<file path="config.mk">
export PLATFORM = sky130hd
export DESIGN_NAME = aes_decipher_block_flat
export DESIGN_NICKNAME = d
export VERILOG_FILES = /design/src/rtl/aes_pkg.sv /design/src/rtl/aes_decipher_block_if.sv /design/src/rtl/aes_inv_mixcolumns.sv /design/src/rtl/aes_decipher_block.sv /design/src/flat_wrapper.sv
export SDC_FILE = /design/constraint.sdc
export NUM_CORES = 1
export LEC_CHECK = 0
export ABC_AREA = 0
export CAP_MARGIN = 20
export CORE_MARGIN = 2
export CORE_UTILIZATION = 40
export CTS_CLUSTER_DIAMETER = 30
export DETAILED_ROUTE_END_ITERATION = 10
export DONT_BUFFER_PORTS = 1
export PLACE_DENSITY = 0.56
export SKIP_CTS_REPAIR_TIMING = 1
export SYNTH_ARGS = -nofsm -noshare
export SYNTH_HDL_FRONTEND = slang
export SYNTH_SLANG_ARGS = --single-unit
</file>
<file path="constraint.sdc">
create_clock -name clk -period 8.8 [get_ports clk]
set_input_delay 1.32 -clock clk [delete_from_list [all_inputs] [get_ports clk]]
set_output_delay 1.32 -clock clk [all_outputs]
set_load 0.005 [all_outputs]
</file>
<file path="src/rtl/aes_pkg.sv">
// Shared AES package: FSM encodings, round count and the GF(2^8) helpers
// used by the inverse cipher datapath.
package aes_pkg;

    localparam int AES_128_ROUNDS = 10;

    typedef enum logic [2:0] {
        ST_IDLE,
        ST_INIT,
        ST_SHIFT,
        ST_SBOX,
        ST_MAIN
    } dec_state_t;

    // Multiply by x modulo x^8+x^4+x^3+x+1 (0x11b)
    function automatic logic [7:0] mul2(input logic [7:0] a);
        return {a[6:0], 1'b0} ^ (a[7] ? 8'h1b : 8'h00);
    endfunction

    function automatic logic [7:0] mul9(input logic [7:0] a);
        return mul2(mul2(mul2(a))) ^ a;
    endfunction

    function automatic logic [7:0] mul11(input logic [7:0] a);
        return mul2(mul2(mul2(a))) ^ mul2(a) ^ a;
    endfunction

    function automatic logic [7:0] mul13(input logic [7:0] a);
        return mul2(mul2(mul2(a))) ^ mul2(mul2(a)) ^ a;
    endfunction

    function automatic logic [7:0] mul14(input logic [7:0] a);
        return mul2(mul2(mul2(a))) ^ mul2(mul2(a)) ^ mul2(a);
    endfunction

    // One column through the {0e,0b,0d,09} circulant; row 0 is the top byte
    function automatic logic [31:0] invMixWord(input logic [31:0] w);
        logic [7:0] a0, a1, a2, a3;
        {a0, a1, a2, a3} = w;
        return {mul14(a0) ^ mul11(a1) ^ mul13(a2) ^ mul9(a3),
                mul9(a0)  ^ mul14(a1) ^ mul11(a2) ^ mul13(a3),
                mul13(a0) ^ mul9(a1)  ^ mul14(a2) ^ mul11(a3),
                mul11(a0) ^ mul13(a1) ^ mul9(a2)  ^ mul14(a3)};
    endfunction

    // Row r of word j takes the byte from word (j-r) mod 4 (right rotation)
    function automatic logic [127:0] invShiftRows(input logic [127:0] s);
        logic [127:0] o;
        o = '0;
        for (int j = 0; j < 4; j++) begin
            for (int r = 0; r < 4; r++) begin
                o[127-32*j-8*r -: 8] = s[127-32*((j-r+4)%4)-8*r -: 8];
            end
        end
        return o;
    endfunction

endpackage

</file>
<file path="src/rtl/aes_decipher_block_if.sv">
// Bus between the decipher core, its controller, the key store and the
// shared inverse S-box.
interface aes_decipher_block_if;
    logic         next;
    logic [3:0]   round;
    logic [127:0] roundKey;
    logic [31:0]  invSBoxRequest;
    logic [31:0]  invSBoxResponse;
    logic [127:0] block;
    logic [127:0] newBlock;
    logic         ready;

    modport master (
        output next, roundKey, invSBoxResponse, block,
        input  round, invSBoxRequest, newBlock, ready
    );

    modport slave (
        input  next, roundKey, invSBoxResponse, block,
        output round, invSBoxRequest, newBlock, ready
    );
endinterface

</file>
<file path="src/rtl/aes_inv_mixcolumns.sv">
// Combinational InvMixColumns over the full 128-bit state, one column
// (32-bit word, w0 at the top) per invMixWord.
module aes_inv_mixcolumns
    import aes_pkg::*;
(
    input  logic [127:0] din,
    output logic [127:0] dout
);
    for (genvar i = 0; i < 4; i++) begin : g_col
        assign dout[127-32*i -: 32] = invMixWord(din[127-32*i -: 32]);
    end
endmodule

</file>
<file path="src/rtl/aes_decipher_block.sv">
// Iterative AES decryption core. Round keys and inverse S-box are external
// and combinational. Optional build macro AES_DEC_MERGED_SHIFT_EN folds
// invShiftRows into INIT/MAIN, dropping the SHIFT state (5-cycle rounds).
module aes_decipher_block
    import aes_pkg::*;
#(
    parameter int NUM_ROUNDS = AES_128_ROUNDS
) (
    input  logic                 clk,
    input  logic                 reset,
    aes_decipher_block_if.slave  bus
);
    dec_state_t          state;
    logic [0:3][31:0]    w;
    logic [1:0]          wctr;
    logic [3:0]          rctr;
    logic                ready_q;
    logic [127:0]        key_add;
    logic [127:0]        mix_out;

    assign key_add = w ^ bus.roundKey;

    aes_inv_mixcolumns u_mix (
        .din  (key_add),
        .dout (mix_out)
    );

    assign bus.round    = rctr;
    assign bus.newBlock = w;
    assign bus.ready    = ready_q;

    // Only the SBOX state presents a word to the shared S-box
    always_comb begin
        bus.invSBoxRequest = '0;
        if (state == ST_SBOX) bus.invSBoxRequest = w[wctr];
    end

    // Round sequencer and working state
    always_ff @(posedge clk or negedge reset) begin
        if (!reset) begin
            state   <= ST_IDLE;
            w       <= '0;
            wctr    <= '0;
            rctr    <= '0;
            ready_q <= 1'b1;
        end else begin
            case (state)
                ST_IDLE: begin
                    if (bus.next) begin
                        rctr    <= 4'(NUM_ROUNDS);
                        ready_q <= 1'b0;
                        state   <= ST_INIT;
                    end
                end
                ST_INIT: begin
`ifdef AES_DEC_MERGED_SHIFT_EN
                    w     <= invShiftRows(bus.block ^ bus.roundKey);
                    wctr  <= '0;
                    state <= ST_SBOX;
`else
                    w     <= bus.block ^ bus.roundKey;
                    state <= ST_SHIFT;
`endif
                    rctr  <= rctr - 4'd1;
                end
                ST_SHIFT: begin
                    w     <= invShiftRows(w);
                    wctr  <= '0;
                    state <= ST_SBOX;
                end
                ST_SBOX: begin
                    w[wctr] <= bus.invSBoxResponse;
                    wctr    <= wctr + 2'd1;
                    if (wctr == 2'd3) state <= ST_MAIN;
                end
                ST_MAIN: begin
                    if (rctr != 4'd0) begin
`ifdef AES_DEC_MERGED_SHIFT_EN
                        w     <= invShiftRows(mix_out);
                        wctr  <= '0;
                        state <= ST_SBOX;
`else
                        w     <= mix_out;
                        state <= ST_SHIFT;
`endif
                        rctr  <= rctr - 4'd1;
                    end else begin
                        // Final round has no InvMixColumns; rctr stays at 0
                        w       <= key_add;
                        ready_q <= 1'b1;
                        state   <= ST_IDLE;
                    end
                end
                default: state <= ST_IDLE;
            endcase
        end
    end
endmodule

</file>
<file path="src/flat_wrapper.sv">
// flat-port wrapper written by rule: the top's interface ports become plain ports
module aes_decipher_block_flat import aes_pkg::*;
#(
    parameter int NUM_ROUNDS = AES_128_ROUNDS
)
  (clk, reset, bus_next, bus_roundKey, bus_invSBoxResponse, bus_block, bus_round, bus_invSBoxRequest, bus_newBlock, bus_ready);
  aes_decipher_block_if bus_i ();
  input  logic clk;
  input  logic reset;
  input wire logic [$bits(bus_i.next)-1:0] bus_next;
  input wire logic [$bits(bus_i.roundKey)-1:0] bus_roundKey;
  input wire logic [$bits(bus_i.invSBoxResponse)-1:0] bus_invSBoxResponse;
  input wire logic [$bits(bus_i.block)-1:0] bus_block;
  output wire logic [$bits(bus_i.round)-1:0] bus_round;
  output wire logic [$bits(bus_i.invSBoxRequest)-1:0] bus_invSBoxRequest;
  output wire logic [$bits(bus_i.newBlock)-1:0] bus_newBlock;
  output wire logic [$bits(bus_i.ready)-1:0] bus_ready;
  assign bus_i.next = bus_next;
  assign bus_i.roundKey = bus_roundKey;
  assign bus_i.invSBoxResponse = bus_invSBoxResponse;
  assign bus_i.block = bus_block;
  assign bus_round = bus_i.round;
  assign bus_invSBoxRequest = bus_i.invSBoxRequest;
  assign bus_newBlock = bus_i.newBlock;
  assign bus_ready = bus_i.ready;
  aes_decipher_block #(.NUM_ROUNDS(NUM_ROUNDS)) u_core (.clk(clk), .reset(reset), .bus(bus_i));
endmodule
</file>
==> results of run 1 <==
==> area by class of cell <==
type / count / area (um2)
Fill cell: 5382 / 31100
Clock inverter: 8 / 129
Clock buffer: 24 / 512
Inverter: 9 / 33.8
Timing Repair Buffer: 84 / 631
Multi-Input combinational cell: 2049 / 18200
Sequential cell: 138 / 3460
Tap cell: 748 / 936
Antenna cell: 5 / 12.5
==> cells in the final DEF, fill, tap and decap left out, drive strengths merged, types with 9 or more instances in the layout <==
cell    instances
o22ai          66
clkbuf         24
inv            12
a211oi         30
o221a           9
nor2          116
buf            84
dfrtp         137
and3           36
o211ai          9
xor3           11
a221oi         17
xnor3         127
mux2i          86
xor2          237
mux2           37
o221ai         59
a21oi         168
nand2         163
o31ai          24
xnor2         579
mux4           33
a31oi          21
o21ai         154
==> per-stage QoR <==
step                cell area (um2)  hold WS [ns]  util (%)  setup WS, ns
CTS                           23900         0.481      43.5          4.61
global placement              23300         0.546      42.3          4.63
floorplan                     22200         0.517         -          5.34
global route                  23900         0.483      43.5          4.39
finish                        23900         0.502      43.5          4.52
detailed placement            23300         0.549      42.3          4.58
==> synth_stat cells, types with 3 or more instances <==
master                     count
sky130_fd_sc_hd__a211oi_1     30
sky130_fd_sc_hd__a21oi_1     168
sky130_fd_sc_hd__a221o_1       5
sky130_fd_sc_hd__a221oi_1     16
sky130_fd_sc_hd__a222oi_1      3
sky130_fd_sc_hd__a22o_1        6
sky130_fd_sc_hd__a22oi_1       7
sky130_fd_sc_hd__a31oi_1      21
sky130_fd_sc_hd__and2_1        3
sky130_fd_sc_hd__and3_1       36
sky130_fd_sc_hd__buf_1        19
sky130_fd_sc_hd__buf_2         6
sky130_fd_sc_hd__clkbuf_1    127
sky130_fd_sc_hd__dfrtp_1     137
sky130_fd_sc_hd__ha_1          5
sky130_fd_sc_hd__inv_1         8
sky130_fd_sc_hd__mux2_2       37
sky130_fd_sc_hd__mux2i_1      86
sky130_fd_sc_hd__mux4_2       33
sky130_fd_sc_hd__nand2_1     163
sky130_fd_sc_hd__nand2b_1      4
sky130_fd_sc_hd__nand3_1       5
sky130_fd_sc_hd__nor2_1      116
sky130_fd_sc_hd__nor2b_1       6
sky130_fd_sc_hd__nor3_1        5
sky130_fd_sc_hd__nor3b_1       3
sky130_fd_sc_hd__o211ai_1      9
sky130_fd_sc_hd__o21ai_0     143
sky130_fd_sc_hd__o21ai_1      11
sky130_fd_sc_hd__o221a_2       9
sky130_fd_sc_hd__o221ai_1     58
sky130_fd_sc_hd__o22ai_1      66
sky130_fd_sc_hd__o31ai_1      24
sky130_fd_sc_hd__xnor2_1     524
sky130_fd_sc_hd__xnor2_2      42
sky130_fd_sc_hd__xnor2_4      13
sky130_fd_sc_hd__xnor3_1     122
sky130_fd_sc_hd__xnor3_2       5
sky130_fd_sc_hd__xor2_1      227
sky130_fd_sc_hd__xor2_2       10
sky130_fd_sc_hd__xor3_1       11
==> registers in the layout, summed over array words and instances (netlist names) <==
signal and flops:
u_core.wctr 2, u_core.bus.newBlock 128, u_core.state 3, u_core.bus.round 4
u_core.bus.ready 1
==> worst register-to-register path, delay by kind of cell, from the launching register on <==
kind                   cells  cell delay (ns)
flip-flops                 1             0.93
AND/OR/NAND/NOR            3             1.67
buffers and inverters      1             0.75
AO/OA/AOI/OAI              4             0.82
==> cells by family (layout without fill, tap and decap cells) <==
| group | after synthesis | count (layout) | synth area share (%) |
|---|---|---|---|
| AO/OA/AOI/OAI | 589 | 589 | 16.6 |
| XOR/XNOR | 954 | 954 | 49.1 |
| adder cells (fa/ha/maj) | 5 | 5 | 0.282 |
| buffers and inverters | 161 | 125 | 2.76 |
| flip-flops | 138 | 138 | 15.6 |
| multiplexers | 156 | 156 | 9.10 |
| other | 0 | 5 | 0 |
| AND/OR/NAND/NOR | 345 | 345 | 6.57 |
==> path summary, 6_finish.rpt <==
path                                              start                                    to  cells past startpoint
max                         u_core.state[0]$_DFFE_PN0P_                 bus_invSBoxRequest[8]                      3
min                                               reset  u_core.bus.newBlock[111]$_DFFE_PN0P_                      0
max reg2reg                 u_core.state[1]$_DFFE_PN0P_   u_core.bus.newBlock[11]$_DFFE_PN0P_                      8
min reg2reg                u_core.bus.ready$_DFFE_PN1P_          u_core.bus.ready$_DFFE_PN1P_                      2
max in group asynchronous                         reset          u_core.bus.ready$_DFFE_PN1P_                      0
min in group clk           u_core.bus.ready$_DFFE_PN1P_          u_core.bus.ready$_DFFE_PN1P_                      2
==> per-layer routing <==
| metal | GRT usage [%] | vias to the layer above |
|---|---|---|
| li1 | - | 8251 |
| met1 | 53.7 | 10034 |
| met2 | 61.8 | 1620 |
| met3 | 14.5 | 320 |
| met4 | 20.5 | 14 |
| met5 | 0 | - |
==> impl_metrics.xml, run 1 <==
<?xml version="1.0" encoding="UTF-8"?>
<metrics>
  <group name="global_route">
    <metric name="grt_pass1_vias" unit="">19331</metric>
    <metric name="grt_usage" unit="%">41.6</metric>
    <metric name="pin_count_of_the_biggest_net_entering_global_routing" unit="">139</metric>
    <metric name="antenna_found_initial" unit="">12</metric>
    <metric name="grt_pass1_wl" unit="um">164000</metric>
    <metric name="grt_overflow_total" unit="">0</metric>
  </group>
  <group name="route">
    <metric name="remaining_drc_errors" unit="">0</metric>
    <metric name="totalWireLength" unit="um">121000</metric>
    <metric name="wl_met1" unit="um">46300</metric>
    <metric name="detail_route.wl_per_cell" unit="um">39.5</metric>
    <metric name="number_of_nets_still_failing_antenna_checks_after_routing" unit="">0</metric>
    <metric name="highest-signal-layer" unit="">met5</metric>
    <metric name="route.met3.wl" unit="um">16200</metric>
    <metric name="met2_wirelength" unit="um">51500</metric>
    <metric name="drt-pass1-iter-count" unit="">6</metric>
    <metric name="via_per_inst" unit="">6.60</metric>
    <metric name="via_count" unit="">20239</metric>
    <metric name="drt_first_iter_violations" unit="">3465</metric>
  </group>
  <group name="timing">
    <metric name="setup-violations-final" unit="">0</metric>
    <metric name="max_slew_margin" unit="%">23.5</metric>
    <metric name="slew_violations" unit="">0</metric>
    <metric name="setup-tns-final" unit="ns">0</metric>
    <metric name="maxClockFrequency" unit="MHz">233</metric>
    <metric name="worst_margin_pin_slew" unit="ns">1.14</metric>
    <metric name="final.setup_skew" unit="ns">0.0128</metric>
    <metric name="grt_setup_unrepaired" unit="">false</metric>
    <metric name="final.period_utilization" unit="%">48.7</metric>
    <metric name="timing.final.crit_period" unit="ns">4.28</metric>
    <metric name="timing.final.hold_violations" unit="">0</metric>
  </group>
  <group name="worst_setup_path">
    <metric name="worst-r2r-setup-slack" unit="ns">4.55</metric>
    <metric name="critical-path-top-cell-by-count" unit="">sky130_fd_sc_hd__buf_4</metric>
    <metric name="path_buf_inv" unit="">2</metric>
    <metric name="timing.critical_path.arrival" unit="ns">2.96</metric>
    <metric name="slowest_cell_on_the_critical_path" unit="">sky130_fd_sc_hd__dfrtp_4</metric>
    <metric name="criticalPathCategory" unit="">flop to output pin</metric>
    <metric name="worst_setup_path_end_kind" unit="">output pin</metric>
    <metric name="crit_chain" unit="">buf_4, buf_4, and3_1</metric>
    <metric name="cp_data_required_time" unit="ns">7.48</metric>
    <metric name="path_max_fanout" unit="">70</metric>
    <metric name="slowest_delay" unit="ns">0.78</metric>
    <metric name="path_delay_family" unit="">buffers and inverters</metric>
    <metric name="critPathLaunchType" unit="">flop</metric>
  </group>
  <group name="clock_tree">
    <metric name="cts_htree_levels" unit="">4</metric>
    <metric name="clock_tree.buffer_depth" unit="">2</metric>
    <metric name="clock_latency" unit="ns">0.51</metric>
    <metric name="clock_buffer_count_from_cts" unit="">17</metric>
    <metric name="clock_transition_at_the_register_clock_pins_on_the_worst_setup_and_hold_paths_after_cts" unit="ns">0.07</metric>
    <metric name="tritoncts" unit="">done</metric>
    <metric name="cts.sink_count" unit="">138</metric>
    <metric name="clock_tree.root_cell" unit="">sky130_fd_sc_hd__clkbuf_16</metric>
  </group>
  <group name="synthesis">
    <metric name="synth_register_bits" unit="">138</metric>
    <metric name="ys.flop_type" unit="">sky130_fd_sc_hd__dfrtp_1</metric>
    <metric name="seq_area_frac_synth" unit="%">15.6</metric>
    <metric name="synth-edff-count" unit="">0</metric>
    <metric name="synth_warnings" unit="">0</metric>
    <metric name="post_syn_nets" unit="">2644</metric>
    <metric name="avgSynthCellArea" unit="um2">9.46</metric>
    <metric name="syn_inst" unit="">2348</metric>
    <metric name="synth.top_cells.by_area" unit="">sky130_fd_sc_hd__xnor2_1 21%, sky130_fd_sc_hd__dfrtp_1 15%, sky130_fd_sc_hd__xnor3_1 12%</metric>
    <metric name="synth_top_area_share" unit="%">20.7</metric>
    <metric name="synth_area_leader_cell" unit="">sky130_fd_sc_hd__xnor2_1</metric>
    <metric name="ys_types" unit="">56</metric>
    <metric name="proportion_of_register_bits_with_asynchronous_set_or_reset_after_synthesis" unit="%">100</metric>
    <metric name="post_synth_instance_area" unit="um2">22200</metric>
  </group>
  <group name="placed_design">
    <metric name="cell_count_after_placement" unit="">3028</metric>
    <metric name="place_congestion" unit="">1.09</metric>
    <metric name="dp_hpwl" unit="um">92000</metric>
    <metric name="buffer_ports.inserted" unit="">0</metric>
  </group>
  <group name="floorplanning">
    <metric name="floorplan.die.height" unit="um">240</metric>
    <metric name="start_util" unit="%">40.4</metric>
    <metric name="core.rowCount" unit="">86</metric>
    <metric name="floorplan.die_area" unit="um2">57400</metric>
    <metric name="dieWidth" unit="um">240</metric>
    <metric name="boundaryPins" unit="">456</metric>
    <metric name="core-area" unit="um2">55000</metric>
  </group>
  <group name="final_layout">
    <metric name="drive_gt1_share" unit="%">12.7</metric>
    <metric name="nets" unit="">2595</metric>
    <metric name="syn2layout_area_growth" unit="%">7.79</metric>
    <metric name="final_instance_count_excl_fillers" unit="">3065</metric>
  </group>
  <group name="run">
    <metric name="timing.max_cap.violations" unit="">0</metric>
  </group>
  <group name="worst_hold_path">
    <metric name="hold_crit_path_type" unit="">input pin to asynchronous set/reset pin</metric>
  </group>
  <group name="run_status">
    <metric name="run_status" unit="">finished clean</metric>
  </group>
</metrics>
Power of run 1 is not shown: default switching activity piles up to over one toggle a cycle in this logic, so the estimate is an artifact.
==> run 2, diff against run 1 <==
PLACE_DENSITY = 0.58   (was 0.56)
clock period = 3.7 ns   (was 8.8 ns; I/O delays follow)
==> run 2 against run 1 <==
Net effect:
- non-clock buffer count grew 174
- via count grew 4.8%
- register-to-register slack lost 4.2 ns
- first-iteration DRC count shrank 6.9%
- global-route usage grew 4.0 points
- utilization grew 2.7 points
- final area grew 6.2%
- sequential cell count is the same
==> impl_metrics.xml, run 2 (synthesis gave the netlist of run 1 again) <==
<?xml version="1.0" encoding="UTF-8"?>
<metrics>
  <group name="global_route">
    <metric name="global_routing_met2_resource_utilization" unit="%">66.7</metric>
    <metric name="grt_usage" unit="%">45.6</metric>
    <metric name="globalRoute.busiestLayer" unit="">met2</metric>
    <metric name="grt_util_met1" unit="%">59.5</metric>
    <metric name="antenna_found_initial" unit="">8</metric>
    <metric name="grt_overflow_total" unit="">0</metric>
    <metric name="grt_pass1_vias" unit="">20604</metric>
    <metric name="globalRouteMet3Util" unit="%">16.2</metric>
    <metric name="pin_count_of_the_biggest_net_entering_global_routing" unit="">139</metric>
    <metric name="grt_pass1_wl" unit="um">177000</metric>
  </group>
  <group name="final_layout">
    <metric name="final_cell_mix" unit="">522 x sky130_fd_sc_hd__xnor2_1, 245 x sky130_fd_sc_hd__buf_4, 227 x sky130_fd_sc_hd__xor2_1, 168 x sky130_fd_sc_hd__a21oi_1, 160 x sky130_fd_sc_hd__nand2_1</metric>
    <metric name="largest_register_ff_count" unit="">128</metric>
    <metric name="mostFrequentLayoutCell" unit="">sky130_fd_sc_hd__xnor2_1</metric>
    <metric name="drive_gt1_share" unit="%">18.8</metric>
    <metric name="final.fill_count" unit="">5353</metric>
    <metric name="nets" unit="">2769</metric>
    <metric name="syn2layout_area_growth" unit="%">14.5</metric>
  </group>
  <group name="route">
    <metric name="drt-pass1-iter-count" unit="">6</metric>
    <metric name="remaining_drc_errors" unit="">0</metric>
    <metric name="via_count" unit="">21212</metric>
    <metric name="number_of_nets_still_failing_antenna_checks_after_routing" unit="">0</metric>
    <metric name="via_per_inst" unit="">6.56</metric>
    <metric name="totalWireLength" unit="um">133000</metric>
    <metric name="detail_route.wl_per_cell" unit="um">41.0</metric>
    <metric name="drt_first_iter_violations" unit="">3227</metric>
  </group>
  <group name="worst_setup_path">
    <metric name="crit-reg2reg-launch" unit="">u_core.state[1]$_DFFE_PN0P_</metric>
    <metric name="slowest_cell_on_the_critical_path" unit="">sky130_fd_sc_hd__a222oi_1</metric>
    <metric name="criticalPathCategory" unit="">flop to flop</metric>
    <metric name="crit_chain" unit="">buf_4, nor2b_4, buf_4, o21ai_0, a222oi_1, o21ai_0, o21ai_0, o21ai_0</metric>
    <metric name="timing.critical_path.arrival" unit="ns">3.74</metric>
    <metric name="timing.reg2reg.worst_path_depth" unit="">8</metric>
    <metric name="crit_end" unit="">u_core.bus.newBlock[114]$_DFFE_PN0P_</metric>
    <metric name="critPathLaunch" unit="">u_core.state[1]$_DFFE_PN0P_</metric>
    <metric name="worst_setup_path_end_kind" unit="">flop</metric>
    <metric name="path_max_fanout" unit="">50</metric>
    <metric name="reg2reg_to" unit="">u_core.bus.newBlock[114]$_DFFE_PN0P_</metric>
    <metric name="cp_data_required_time" unit="ns">4.07</metric>
    <metric name="worst-r2r-setup-slack" unit="ns">0.33</metric>
    <metric name="critPathLaunchType" unit="">flop</metric>
    <metric name="critical-path-top-cell-by-count" unit="">sky130_fd_sc_hd__o21ai_0</metric>
    <metric name="slowest_delay" unit="ns">0.85</metric>
  </group>
  <group name="clock_tree">
    <metric name="clock_latency" unit="ns">0.51</metric>
    <metric name="cts_htree_levels" unit="">4</metric>
    <metric name="cts.sink_count" unit="">138</metric>
    <metric name="tritoncts" unit="">done</metric>
    <metric name="clock_transition_at_the_register_clock_pins_on_the_worst_setup_and_hold_paths_after_cts" unit="ns">0.08</metric>
    <metric name="clock_buffer_count_from_cts" unit="">17</metric>
    <metric name="clock_tree.root_cell" unit="">sky130_fd_sc_hd__clkbuf_16</metric>
    <metric name="clock_tree.buffer_depth" unit="">2</metric>
  </group>
  <group name="timing">
    <metric name="final.period_utilization" unit="%">91.0</metric>
    <metric name="timing.final.hold_violations" unit="">0</metric>
    <metric name="slew_violations" unit="">0</metric>
    <metric name="final.setup_skew" unit="ns">0.0144</metric>
    <metric name="maxClockFrequency" unit="MHz">297</metric>
    <metric name="setup-violations-final" unit="">0</metric>
    <metric name="grt_setup_unrepaired" unit="">false</metric>
    <metric name="worst_margin_pin_slew" unit="ns">1.11</metric>
    <metric name="timing.final.crit_period" unit="ns">3.37</metric>
    <metric name="max_slew_margin" unit="%">25.8</metric>
    <metric name="setup-tns-final" unit="ns">0</metric>
  </group>
  <group name="run_status">
    <metric name="run_status" unit="">finished clean</metric>
  </group>
  <group name="placed_design">
    <metric name="dp_hpwl" unit="um">104000</metric>
    <metric name="buffer_ports.inserted" unit="">0</metric>
    <metric name="place_congestion" unit="">1.07</metric>
  </group>
  <group name="floorplanning">
    <metric name="boundaryPins" unit="">456</metric>
    <metric name="core.rowCount" unit="">86</metric>
    <metric name="start_util" unit="%">40.4</metric>
    <metric name="core-area" unit="um2">55000</metric>
    <metric name="dieWidth" unit="um">240</metric>
    <metric name="floorplan.die.height" unit="um">240</metric>
    <metric name="floorplan.die_area" unit="um2">57400</metric>
  </group>
  <group name="worst_hold_path">
    <metric name="hold_crit_path_type" unit="">input pin to asynchronous set/reset pin</metric>
  </group>
  <group name="run">
    <metric name="timing.max_cap.violations" unit="">0</metric>
  </group>
</metrics>
## run 2: per-layer routing
layer,wire [um],vias up
li1,-,8586
met1,52100,10683
met2,56000,1624
met3,16800,307
met4,7680,12
met5,80,-
## run 2: cell type report
type | instances | area, um2 | share of cell area [%]
sequential | 138 | 3460 | 13.6
antenna | 1 | 2.50 | 0.00984
inverter | 9 | 33.8 | 0.133
clock inverter | 13 | 215 | 0.847
clock buffer | 19 | 443 | 1.74
multi-input combinational | 2049 | 18200 | 71.7
tap | 748 | 936 | 3.68
timing repair buffer | 258 | 2110 | 8.29
## run 2: through the flow
stage                     instances  instance area, um2  worst slack (ns)  hold WS (ns)  utilization, %
after floorplan                2348               22200             0.294         0.259               -
after global placement         3201               24700             0.344         0.263            45.0
after detailed placement       3201               24700             0.365         0.263            45.0
after CTS                      3233               25400             0.354        -0.283            46.2
after global routing           3234               25400             0.266        0.0924            46.2
final                          3235               25400             0.333        0.0213            46.2
## run 2: worst min path at each step
stage,endpoint,slack (ns),depth (start not counted)
6_report,u_core.bus.newBlock[120]$_DFFE_PN0P_,0.02,1
5_1_grt,u_core.bus.newBlock[127]$_DFFE_PN0P_,0.09,1
4_1_cts,u_core.bus.newBlock[127]$_DFFE_PN0P_,-0.28,0
3_5_place_dp,u_core.bus.newBlock[120]$_DFFE_PN0P_,0.26,0
3_3_place_gp,u_core.bus.newBlock[120]$_DFFE_PN0P_,0.26,0
2_1_floorplan,u_core.bus.newBlock[0]$_DFFE_PN0P_,0.26,0
## run 2: critical path: cells and delay by family, from the launching register on
family / cells / cell delay (ns)
compound gates: 5 / 1.48
buf+inv: 2 / 0.97
flops: 1 / 0.38
simple gates: 1 / 0.38
Power of run 2 is left out for the same reason.
